**config.mk**
```make
export PLATFORM = sky130hd
export DESIGN_NAME = decoder_sync_ctrl_flat
export DESIGN_NICKNAME = d
export VERILOG_FILES = /design/src/rtl/decoder_sync_ctrl_pkg.sv /design/src/rtl/decoder_sync_ctrl_if.sv /design/src/rtl/decoder_sync_ctrl_sat_counter.sv /design/src/rtl/decoder_sync_ctrl.sv /design/src/flat_wrapper.sv
export SDC_FILE = /design/constraint.sdc
export NUM_CORES = 1
export LEC_CHECK = 0
export ABC_AREA = 1
export CAP_MARGIN = 0
export CELL_PAD_IN_SITES_DETAIL_PLACEMENT = 1
export CELL_PAD_IN_SITES_GLOBAL_PLACEMENT = 1
export CORE_MARGIN = 4
export CORE_UTILIZATION = 40
export CTS_CLUSTER_DIAMETER = 120
export DETAILED_ROUTE_END_ITERATION = 12
export GPL_TIMING_DRIVEN = 0
export PLACE_DENSITY_LB_ADDON = 0.1
export SLEW_MARGIN = 20
export SYNTH_ARGS = -nofsm -noshare
export SYNTH_HDL_FRONTEND = slang
export SYNTH_SLANG_ARGS = --single-unit
```
**constraint.sdc**
```tcl
create_clock -name clk -period 2.46 [get_ports clk]
set_input_delay 0.492 -clock clk [delete_from_list [all_inputs] [get_ports clk]]
set_output_delay 0.492 -clock clk [all_outputs]
set_load 0.03 [all_outputs]
```
**src/rtl/decoder_sync_ctrl_pkg.sv**
```systemverilog
// rtl/decoder_sync_ctrl_pkg.sv - shared types and comma helper for the link-sync controller
package decoder_sync_pkg;

    typedef enum logic [2:0] {
        HUNT,
        SLIP,
        WAIT,
        CHECK,
        SYNC
    } sync_state_t;

    localparam logic [7:0] K28_5 = 8'hBC;

    function automatic logic is_comma(input logic k, input logic [7:0] data);
        return k && (data == K28_5);
    endfunction

endpackage

```
**src/rtl/decoder_sync_ctrl_if.sv**
```systemverilog
// rtl/decoder_sync_ctrl_if.sv - decoder-side, forwarded-word and statistics signals of the sync controller
interface decoder_sync_ctrl_if #(
    parameter int ERR_CNT_W = 16
);
    logic                 sync_en;
    logic                 dec_valid;
    logic [7:0]           dec_data;
    logic                 dec_k;
    logic                 dec_code_err;
    logic                 dec_disp_err;
    logic                 bitslip;
    logic                 sync_ok;
    logic                 rx_valid;
    logic [7:0]           rx_data;
    logic                 rx_k;
    logic [ERR_CNT_W-1:0] err_cnt;
    logic                 err_clr;

    modport master (
        output sync_en, dec_valid, dec_data, dec_k, dec_code_err, dec_disp_err, err_clr,
        input  bitslip, sync_ok, rx_valid, rx_data, rx_k, err_cnt
    );

    modport slave (
        input  sync_en, dec_valid, dec_data, dec_k, dec_code_err, dec_disp_err, err_clr,
        output bitslip, sync_ok, rx_valid, rx_data, rx_k, err_cnt
    );
endinterface

```
**src/rtl/decoder_sync_ctrl_sat_counter.sv**
```systemverilog
// rtl/decoder_sync_ctrl_sat_counter.sv - saturating up-counter with synchronous clear priority
module sat_counter #(
    parameter int W = 16
) (
    input  logic         clk,
    input  logic         rst,
    input  logic         i_inc,
    input  logic         i_clr,
    output logic [W-1:0] o_q
);
    logic [W-1:0] r_q;

    always_ff @(posedge clk) begin
        if (rst || i_clr) begin
            r_q <= '0;
        end else if (i_inc && (r_q != {W{1'b1}})) begin
            r_q <= r_q + W'(1);
        end
    end

    assign o_q = r_q;
endmodule

```
**src/rtl/decoder_sync_ctrl.sv**
```systemverilog
// rtl/decoder_sync_ctrl.sv - comma hunt, bitslip and error-credit link sync behind the 8b/10b decoder
// Build option DECODER_SYNC_IDLE_DROP_EN: commas received in SYNC are consumed instead of forwarded.
module decoder_sync_ctrl
    import decoder_sync_pkg::*;
#(
    parameter int COMMA_LOCK   = 3,
    parameter int ERR_LOSS     = 4,
    parameter int GOOD_CREDIT  = 4,
    parameter int SLIP_TIMEOUT = 20,
    parameter int SLIP_WAIT    = 4,
    parameter int ERR_CNT_W    = 16
) (
    input logic               clk,
    input logic               rst,
    decoder_sync_ctrl_if.slave bus
);
    localparam int WORD_W  = $clog2(SLIP_TIMEOUT + 1);
    localparam int COMMA_W = $clog2(COMMA_LOCK + 1);
    localparam int BAD_W   = $clog2(ERR_LOSS + 1);
    localparam int GOOD_W  = $clog2(GOOD_CREDIT + 1);
    localparam int WAIT_W  = $clog2(SLIP_WAIT + 1);

    localparam logic [WORD_W-1:0]  WORD_LAST  = WORD_W'(SLIP_TIMEOUT - 1);
    localparam logic [COMMA_W-1:0] COMMA_LAST = COMMA_W'(COMMA_LOCK - 1);
    localparam logic [BAD_W-1:0]   BAD_LAST   = BAD_W'(ERR_LOSS - 1);
    localparam logic [GOOD_W-1:0]  GOOD_LAST  = GOOD_W'(GOOD_CREDIT - 1);
    localparam logic [GOOD_W-1:0]  GOOD_MAX   = GOOD_W'(GOOD_CREDIT);
    localparam logic [WAIT_W-1:0]  WAIT_LAST  = WAIT_W'(SLIP_WAIT - 1);

    sync_state_t        r_state, w_state_nx;
    logic [WORD_W-1:0]  r_word_cnt, w_word_cnt_nx;
    logic [COMMA_W-1:0] r_comma_cnt, w_comma_cnt_nx;
    logic [BAD_W-1:0]   r_bad_cnt, w_bad_cnt_nx;
    logic [GOOD_W-1:0]  r_good_cnt, w_good_cnt_nx;
    logic [WAIT_W-1:0]  r_wait_cnt, w_wait_cnt_nx;

    logic       r_sync_ok;
    logic       r_rx_valid;
    logic [7:0] r_rx_data;
    logic       r_rx_k;

    logic w_err, w_bad, w_good, w_comma, w_fwd, w_err_inc;

    assign w_err   = bus.dec_code_err | bus.dec_disp_err;
    assign w_bad   = bus.dec_valid & w_err;
    assign w_good  = bus.dec_valid & ~w_err;
    assign w_comma = w_good & is_comma(bus.dec_k, bus.dec_data);

    always_comb begin
        w_state_nx     = r_state;
        w_word_cnt_nx  = r_word_cnt;
        w_comma_cnt_nx = r_comma_cnt;
        w_bad_cnt_nx   = r_bad_cnt;
        w_good_cnt_nx  = r_good_cnt;
        w_wait_cnt_nx  = r_wait_cnt;

        case (r_state)
            HUNT: begin
                if (w_comma) begin
                    w_word_cnt_nx = '0;
                    if (COMMA_LOCK == 1) begin
                        w_state_nx    = SYNC;
                        w_bad_cnt_nx  = '0;
                        w_good_cnt_nx = '0;
                    end else begin
                        w_state_nx     = CHECK;
                        w_comma_cnt_nx = COMMA_W'(1);
                    end
                end else if (bus.dec_valid) begin
                    if (r_word_cnt == WORD_LAST) begin
                        w_state_nx    = SLIP;
                        w_word_cnt_nx = '0;
                    end else begin
                        w_word_cnt_nx = r_word_cnt + WORD_W'(1);
                    end
                end
            end
            SLIP: begin
                w_state_nx    = WAIT;
                w_wait_cnt_nx = '0;
            end
            // Input is blanked while the deserializer settles after the shift.
            WAIT: begin
                if (r_wait_cnt == WAIT_LAST) begin
                    w_state_nx    = HUNT;
                    w_wait_cnt_nx = '0;
                    w_word_cnt_nx = '0;
                end else begin
                    w_wait_cnt_nx = r_wait_cnt + WAIT_W'(1);
                end
            end
            CHECK: begin
                if (w_comma) begin
                    if (r_comma_cnt == COMMA_LAST) begin
                        w_state_nx     = SYNC;
                        w_comma_cnt_nx = '0;
                        w_bad_cnt_nx   = '0;
                        w_good_cnt_nx  = '0;
                    end else begin
                        w_comma_cnt_nx = r_comma_cnt + COMMA_W'(1);
                    end
                end else if (w_bad) begin
                    w_state_nx     = HUNT;
                    w_comma_cnt_nx = '0;
                    w_word_cnt_nx  = '0;
                end
            end
            SYNC: begin
                if (w_bad) begin
                    if (r_bad_cnt == BAD_LAST) begin
                        w_state_nx    = HUNT;
                        w_word_cnt_nx = '0;
                        w_bad_cnt_nx  = '0;
                        w_good_cnt_nx = '0;
                    end else begin
                        w_bad_cnt_nx  = r_bad_cnt + BAD_W'(1);
                        w_good_cnt_nx = '0;
                    end
                end else if (w_good) begin
                    // A run of good words buys back one counted error.
                    if (r_bad_cnt != '0) begin
                        if (r_good_cnt == GOOD_LAST) begin
                            w_bad_cnt_nx  = r_bad_cnt - BAD_W'(1);
                            w_good_cnt_nx = '0;
                        end else begin
                            w_good_cnt_nx = r_good_cnt + GOOD_W'(1);
                        end
                    end else if (r_good_cnt != GOOD_MAX) begin
                        w_good_cnt_nx = r_good_cnt + GOOD_W'(1);
                    end
                end
            end
            default: w_state_nx = HUNT;
        endcase

        if (!bus.sync_en) begin
            w_state_nx     = HUNT;
            w_word_cnt_nx  = '0;
            w_comma_cnt_nx = '0;
            w_bad_cnt_nx   = '0;
            w_good_cnt_nx  = '0;
            w_wait_cnt_nx  = '0;
        end
    end

`ifdef DECODER_SYNC_IDLE_DROP_EN
    assign w_fwd = bus.dec_valid & (r_state == SYNC) & ~w_bad & ~w_comma;
`else
    assign w_fwd = bus.dec_valid & (r_state == SYNC) & ~w_bad;
`endif

    always_ff @(posedge clk) begin
        if (rst) begin
            r_state     <= HUNT;
            r_word_cnt  <= '0;
            r_comma_cnt <= '0;
            r_bad_cnt   <= '0;
            r_good_cnt  <= '0;
            r_wait_cnt  <= '0;
            r_sync_ok   <= 1'b0;
            r_rx_valid  <= 1'b0;
            r_rx_data   <= '0;
            r_rx_k      <= 1'b0;
        end else begin
            r_state     <= w_state_nx;
            r_word_cnt  <= w_word_cnt_nx;
            r_comma_cnt <= w_comma_cnt_nx;
            r_bad_cnt   <= w_bad_cnt_nx;
            r_good_cnt  <= w_good_cnt_nx;
            r_wait_cnt  <= w_wait_cnt_nx;
            r_sync_ok   <= (w_state_nx == SYNC);
            r_rx_valid  <= w_fwd;
            if (bus.dec_valid) begin
                r_rx_data <= bus.dec_data;
                r_rx_k    <= bus.dec_k;
            end
        end
    end

    assign w_err_inc = w_bad & ((r_state == HUNT) | (r_state == CHECK) | (r_state == SYNC));

    sat_counter #(.W(ERR_CNT_W)) u_err_cnt (
        .clk   (clk),
        .rst   (rst),
        .i_inc (w_err_inc),
        .i_clr (bus.err_clr),
        .o_q   (bus.err_cnt)
    );

    // Gating by sync_en lets a late disable cancel a pulse during the SLIP cycle.
    assign bus.bitslip  = (r_state == SLIP) & bus.sync_en;
    assign bus.sync_ok  = r_sync_ok;
    assign bus.rx_valid = r_rx_valid;
    assign bus.rx_data  = r_rx_data;
    assign bus.rx_k     = r_rx_k;
endmodule

```
**src/flat_wrapper.sv**
```systemverilog
// flat-port wrapper written by rule: the top's interface ports become plain ports
module decoder_sync_ctrl_flat import decoder_sync_pkg::*;
#(
    parameter int COMMA_LOCK   = 3,
    parameter int ERR_LOSS     = 4,
    parameter int GOOD_CREDIT  = 4,
    parameter int SLIP_TIMEOUT = 20,
    parameter int SLIP_WAIT    = 4,
    parameter int ERR_CNT_W    = 16
)
  (clk, rst, bus_sync_en, bus_dec_valid, bus_dec_data, bus_dec_k, bus_dec_code_err, bus_dec_disp_err, bus_err_clr, bus_bitslip, bus_sync_ok, bus_rx_valid, bus_rx_data, bus_rx_k, bus_err_cnt);
  decoder_sync_ctrl_if #(.ERR_CNT_W(ERR_CNT_W)) bus_i ();
  input logic clk;
  input logic rst;
  input wire logic [$bits(bus_i.sync_en)-1:0] bus_sync_en;
  input wire logic [$bits(bus_i.dec_valid)-1:0] bus_dec_valid;
  input wire logic [$bits(bus_i.dec_data)-1:0] bus_dec_data;
  input wire logic [$bits(bus_i.dec_k)-1:0] bus_dec_k;
  input wire logic [$bits(bus_i.dec_code_err)-1:0] bus_dec_code_err;
  input wire logic [$bits(bus_i.dec_disp_err)-1:0] bus_dec_disp_err;
  input wire logic [$bits(bus_i.err_clr)-1:0] bus_err_clr;
  output wire logic [$bits(bus_i.bitslip)-1:0] bus_bitslip;
  output wire logic [$bits(bus_i.sync_ok)-1:0] bus_sync_ok;
  output wire logic [$bits(bus_i.rx_valid)-1:0] bus_rx_valid;
  output wire logic [$bits(bus_i.rx_data)-1:0] bus_rx_data;
  output wire logic [$bits(bus_i.rx_k)-1:0] bus_rx_k;
  output wire logic [$bits(bus_i.err_cnt)-1:0] bus_err_cnt;
  assign bus_i.sync_en = bus_sync_en;
  assign bus_i.dec_valid = bus_dec_valid;
  assign bus_i.dec_data = bus_dec_data;
  assign bus_i.dec_k = bus_dec_k;
  assign bus_i.dec_code_err = bus_dec_code_err;
  assign bus_i.dec_disp_err = bus_dec_disp_err;
  assign bus_i.err_clr = bus_err_clr;
  assign bus_bitslip = bus_i.bitslip;
  assign bus_sync_ok = bus_i.sync_ok;
  assign bus_rx_valid = bus_i.rx_valid;
  assign bus_rx_data = bus_i.rx_data;
  assign bus_rx_k = bus_i.rx_k;
  assign bus_err_cnt = bus_i.err_cnt;
  decoder_sync_ctrl #(.COMMA_LOCK(COMMA_LOCK), .ERR_LOSS(ERR_LOSS), .GOOD_CREDIT(GOOD_CREDIT), .SLIP_TIMEOUT(SLIP_TIMEOUT), .SLIP_WAIT(SLIP_WAIT), .ERR_CNT_W(ERR_CNT_W)) u_core (.clk(clk), .rst(rst), .bus(bus_i));
endmodule
```
## Word level (Yosys, flattened, before mapping)

Cells that the tools add are included.

| storage, ports and cells | value |
|---|---|
| flip-flop bits (word level) | 46 |
| input port bits | 16 |
| logic and storage cells | 113 |

| cells by class | value |
|---|---|
| add/subtract/negate cells | 7 |
| eq/ne operators | 27 |
| multiplexer cells | 41 |
| bitwise gates (word level) | 13 |
| reduce and logical (&&, ||, !) cells | 14 |

Operators by type and width:

| operator | count |
|---|---|
| $mux W3 | 23 |
| $mux W5 | 8 |
| $pmux W5 S4 | 1 |
| $pmux W3 S2 | 3 |
| $add A16 B1 Y16 const B | 1 |
| $ne A16 B16 Y1 const B | 1 |
| $eq A3 B2 Y1 const B | 5 |
| $pmux W3 S5 | 1 |
| $ne A2 B1 Y1 const B | 7 |
| $ne A3 B1 Y1 const B | 4 |
| $add A3 B1 Y3 const B | 3 |
| $eq A8 B8 Y1 const B | 1 |
| $mux W2 | 4 |
| $and A1 B1 Y1 | 7 |
| $reduce_and A7 Y1 | 1 |
| $eq A3 B3 Y1 const B | 2 |
| $reduce_and A6 Y1 | 1 |
| $reduce_bool A2 Y1 | 3 |
| $add A5 B1 Y5 const B | 1 |
| $eq A5 B5 Y1 const B | 1 |
| $reduce_and A5 Y1 | 1 |
| $ne A4 B1 Y1 const B | 1 |
| $pmux W2 S2 | 1 |
| $reduce_bool A4 Y1 | 1 |
| other kinds (15) | 20 |

## Depth between registers and ports, before layout

| depth | value |
|---|---|
| word-level depth | 8 |
| mapped depth | 11 |
| mapped depth without buffers | 11 |

## Hierarchy

From an unflattened synthesis, not the netlist that was laid out.

| second synthesis, totals | value |
|---|---|
| cell total of the unflattened synthesis | 432 |
| area total of the unflattened synthesis | 2,770.2 sq um |

By module, submodules not included:

| module | instances | cells each | area an instance (sq um) | seq. area each (sq um) |
|---|---|---|---|---|
| decoder_sync_ctrl | 1 | 283 | 1,821.7 | 600.6 |
| sat_counter | 1 | 149 | 948.4 | 320.3 |

## Worst setup path before layout

OpenSTA, ideal clock, no wires.

| path | value |
|---|---|
| kind | register to register |
| from | register u_core.u_err_cnt.r_q[0] (netlist: u_core.u_err_cnt.o_q[0]) |
| to | register u_core.u_err_cnt.r_q[12] (netlist: u_core.u_err_cnt.o_q[12]) |
| setup time | 0.070 ns |
| arrival | 1.700 ns |
| slack | 0.690 ns |
| cell stages (with the launch flop) | 10 |
| buffers on the path | 1 |
| period minus slack after synthesis | 1.770 ns |
| cell sequence | dfxtp_1 -> ha_1 -> nand2_1 -> nor2_2 -> and2_2 -> nand3b_4 -> nand2_4 -> buf_6 -> nand2_1 -> a21oi_1 |

| between the ends | value |
|---|---|
| word-level cells in the longest chain between the ends | 2 |
| elaborated cells between the ends (all ways) | 3 |
| those cells by class | add/sub: 1; eq/ne: 1; reduce/logical: 1 |

RTL lines:

| element | RTL line | RTL |
|---|---|---|
| start, declared | decoder_sync_ctrl_sat_counter.sv:11 | `logic [W-1:0] r_q;` |
| start signal, assigned | decoder_sync_ctrl_sat_counter.sv:17 | `r_q <= r_q + W'(1);` |
| parallel branches: the longest is 2 deep, another holds $add A16 B1 Y16 | -- |  |

Several ways; the timed one is not identified.
A chain may end at the register's enable or synchronous reset.

## Worst setup path after layout

| path | value |
|---|---|
| from | input bus_sync_en |
| to | output bus_bitslip |

| between the ends | value |
|---|---|
| word-level cells in the longest chain between the ends | 1 |

RTL lines:

| element | RTL line | RTL |
|---|---|---|
| start, declared | flat_wrapper.sv:15 | `input wire logic [$bits(bus_i.sync_en)-1:0] bus_sync_en;` |
| $and A1 B1 Y1 | decoder_sync_ctrl.sv:191 | `assign bus.bitslip = (r_state == SLIP) & bus.sync_en;` |
| end, declared | flat_wrapper.sv:22 | `output wire logic [$bits(bus_i.bitslip)-1:0] bus_bitslip;` |

Every way passes these cells.

==> results.md <==
* Post-synth top area cell: dfxtp_1
* # rows at 29
* Layout area overhead at 23.3%
* Crit path capture type: output port
* # diodes at 0
* Commonest cells after routing, fill and taps aside: nand2_1, nor2_1, dfxtp_1
* Seq cells post-synth at 46
* Worst-Margin Slew at 0.539 ns
* Clk root buf: clkbuf_8
* Clk_lat worst skew at around 0.3 ns
* Crit share post-route at 91.5%
* Die Span X at around 90 um
* Synth top area share at 34.6%
* Worst Hold Class: reg2reg
* Final TNS setup at 0 ns
* DP Area at between 3000 and 4000 um2
* Post-CTS Setup Bufs at 0
* Total CTS buffers at 5
* H-tree level count at 2
* Synth top area cells: dfxtp_1, nand2_1, nor2_1
* Fill count at 891
* Skew final at about 0.0078 ns
* Data required time of the critical path at ~2.0 ns
* Post-route design area at about 3300 um2
* VDD IR max at around 0.28 mV
* Core Area at 6390 um2
* DP HPWL at roughly 5700 um
* Final slew viol count at 0
* Critical path fanouts, max at 2
* CTS resizes at 0
* FMAX at approximately 440 MHz
* CP dominant cell by count: clkdlybuf4s50_1
* Final Setup Violations at 0
* Synth Net Count at ~440
* Critical path startpoint category: primary input
* Yosys warning count at 0
* Post-synth cell types at 31
* Pwr dens at 434 nW/um2
* Design Power at ~0.0014 W
* Hold-fix buffer count after cts at 0
* Layout cells sized above 1 at under 10%
* Gp weighted congestion at 0.799
* Slew margin rel. at a little under two thirds
* Sequential-to-total area share from yosys stat at 34.6%
* Mean Syn Cell Area at roughly 6.5 um2
* Worst-path cell chain: clkdlybuf4s50_1 > inv_1 > nor2_1 > clkdlybuf4s50_1
* Max Cap Violations at 0
* Starting Density at roughly two fifths
* RSZ-0062 raised after global routing: false
* Clock Sinks at 46
* Vias per std cell at between 5 and 6
* TritonRoute pass-1 iters at 4
* Slowest stage cell, crit path: clkdlybuf4s50_1
* Die Ht at approximately 90 um
* Post-layout util at around half
* Syn Inst Count at about 400
* Global-route wire length before repair at between 10,000 and 15,000 um
* Initial drt markers at ~120
* Critical path type: in2out
* Initial antenna violation count at 0
* Largest net degree at the start of global routing at 17
* Crit-path max cell delay at approximately 0.68 ns
* Die area at around 8000 um2
* Arrival time at the worst endpoint at roughly 1.8 ns
* Via count at around 2,700
* Antenna-violating nets left at 0
* Routed len/inst at 13.5 um
* Clock Tree Buf Depth at 2
* CTS tree: yes
* Drt drc at 0
* Vias in the first global route at between 2,000 and 3,000
* Post-Syn Area at 2660 um2
* Commonest non-fill, non-tap cell in the layout: nand2_1
* Pleak at ~1.4 nW
* Run status: finished clean
* Clock slew at reported path FFs at approximately 0.09 ns
* I/O pins at 44
* Total GRT Usage at about a fifth
* Port buffer count at between 40 and 50
* Total global routing overflow at 0
* Final Hold Violating Endpoints at 0
* Post-route minimum period at 2.25 ns
* Final WL at ~7300 um
* Fin nets at 485
synth_stat cells:
cell,instances
a211oi_1,1
a21oi_1,22
a31oi_1,1
and2_2,1
buf_6,2
clkbuf_1,5
dfxtp_1,46
ha_1,8
inv_1,42
inv_2,3
nand2_1,119
nand2_2,1
nand2_4,1
nand3_1,25
nand3b_1,1
nand3b_4,1
nand4_1,9
nor2_1,75
nor2_2,5
nor2_4,2
nor2_8,1
nor3_1,2
o211a_1,1
o21a_4,1
o21ai_0,16
o21ai_1,4
o21ai_2,2
o21bai_1,3
or2_1,1
xnor2_1,5
xor2_1,5
where the power goes:
group	switching, W	leakage (nW)	total (W)	internal [W]
logic	0.0000959	0.967	0.000164	0.0000683
clock network	0.000288	0.0447	0.000494	0.000206
registers	0.00000898	0.373	0.000767	0.000758
total	0.000393	1.39	0.00143	0.00103
through the flow:
stage          setup WS (ns)  std cells  hold slack (ns)
3_5_place_dp           0.100        531            0.458
4_1_cts                0.194        539            0.473
6_report               0.209        539            0.468
2_1_floorplan          0.690        411            0.443
3_3_place_gp           0.196        531            0.450
5_1_grt                0.101        539            0.482
state kept, by name, indices dropped and copies added, names as in the netlist:
name / count
u_core.bus.rx_valid: 1
u_core.r_state: 3
u_core.bus.sync_ok: 1
u_core.u_err_cnt.o_q: 16
u_core.bus.rx_k: 1
u_core.r_wait_cnt: 3
u_core.r_good_cnt: 3
u_core.r_word_cnt: 5
u_core.r_comma_cnt: 2
u_core.bus.rx_data: 8
u_core.r_bad_cnt: 3
path summary, 6_finish.rpt:
kind	slack, ns	depth (start not counted)	startpoint	end
max	0.21	4	bus_sync_en	bus_bitslip
min reg2reg	0.47	1	u_core.r_wait_cnt[2]	u_core.r_wait_cnt[2]
min	0.47	1	u_core.r_wait_cnt[2]	u_core.r_wait_cnt[2]
max reg2reg	0.67	9	u_core.u_err_cnt.o_q[0]	u_core.u_err_cnt.o_q[11]
final cells by class:
class / instances / area (um2) / area share [%]
well taps: 77 / 96.3 / 2.94
inverters: 45 / 169 / 5.15
plain buffers: 7 / 41.3 / 1.26
multi-input cells: 313 / 1530 / 46.6
repair buffers: 43 / 430 / 13.1
flip-flops and latches: 46 / 921 / 28.1
clock inverters: 3 / 25.0 / 0.763
clock buffers: 5 / 68.8 / 2.10
worst max-delay path, delay by kind of cell:
kind          cells  cell delay, ns
buf+inv           3            1.18
simple gates      1            0.09
metal layers:
layer | track usage [%] | wire [um]
met1 | 26.9 | 3500
met2 | 32.8 | 3360
met3 | 4.42 | 333
met4 | 4.60 | 70
met5 | 0 | 0
kinds of logic after synthesis:
| logic type | synth area share, % |
|---|---|
| flip-flops | 34.6 |
| buffers and inverters | 7.90 |
| AND/OR/NAND/NOR | 39.6 |
| XOR/XNOR | 3.29 |
| adder cells (fa/ha/maj) | 3.76 |
| AO/OA/AOI/OAI | 10.9 |
(Power assumes the default switching activity.)
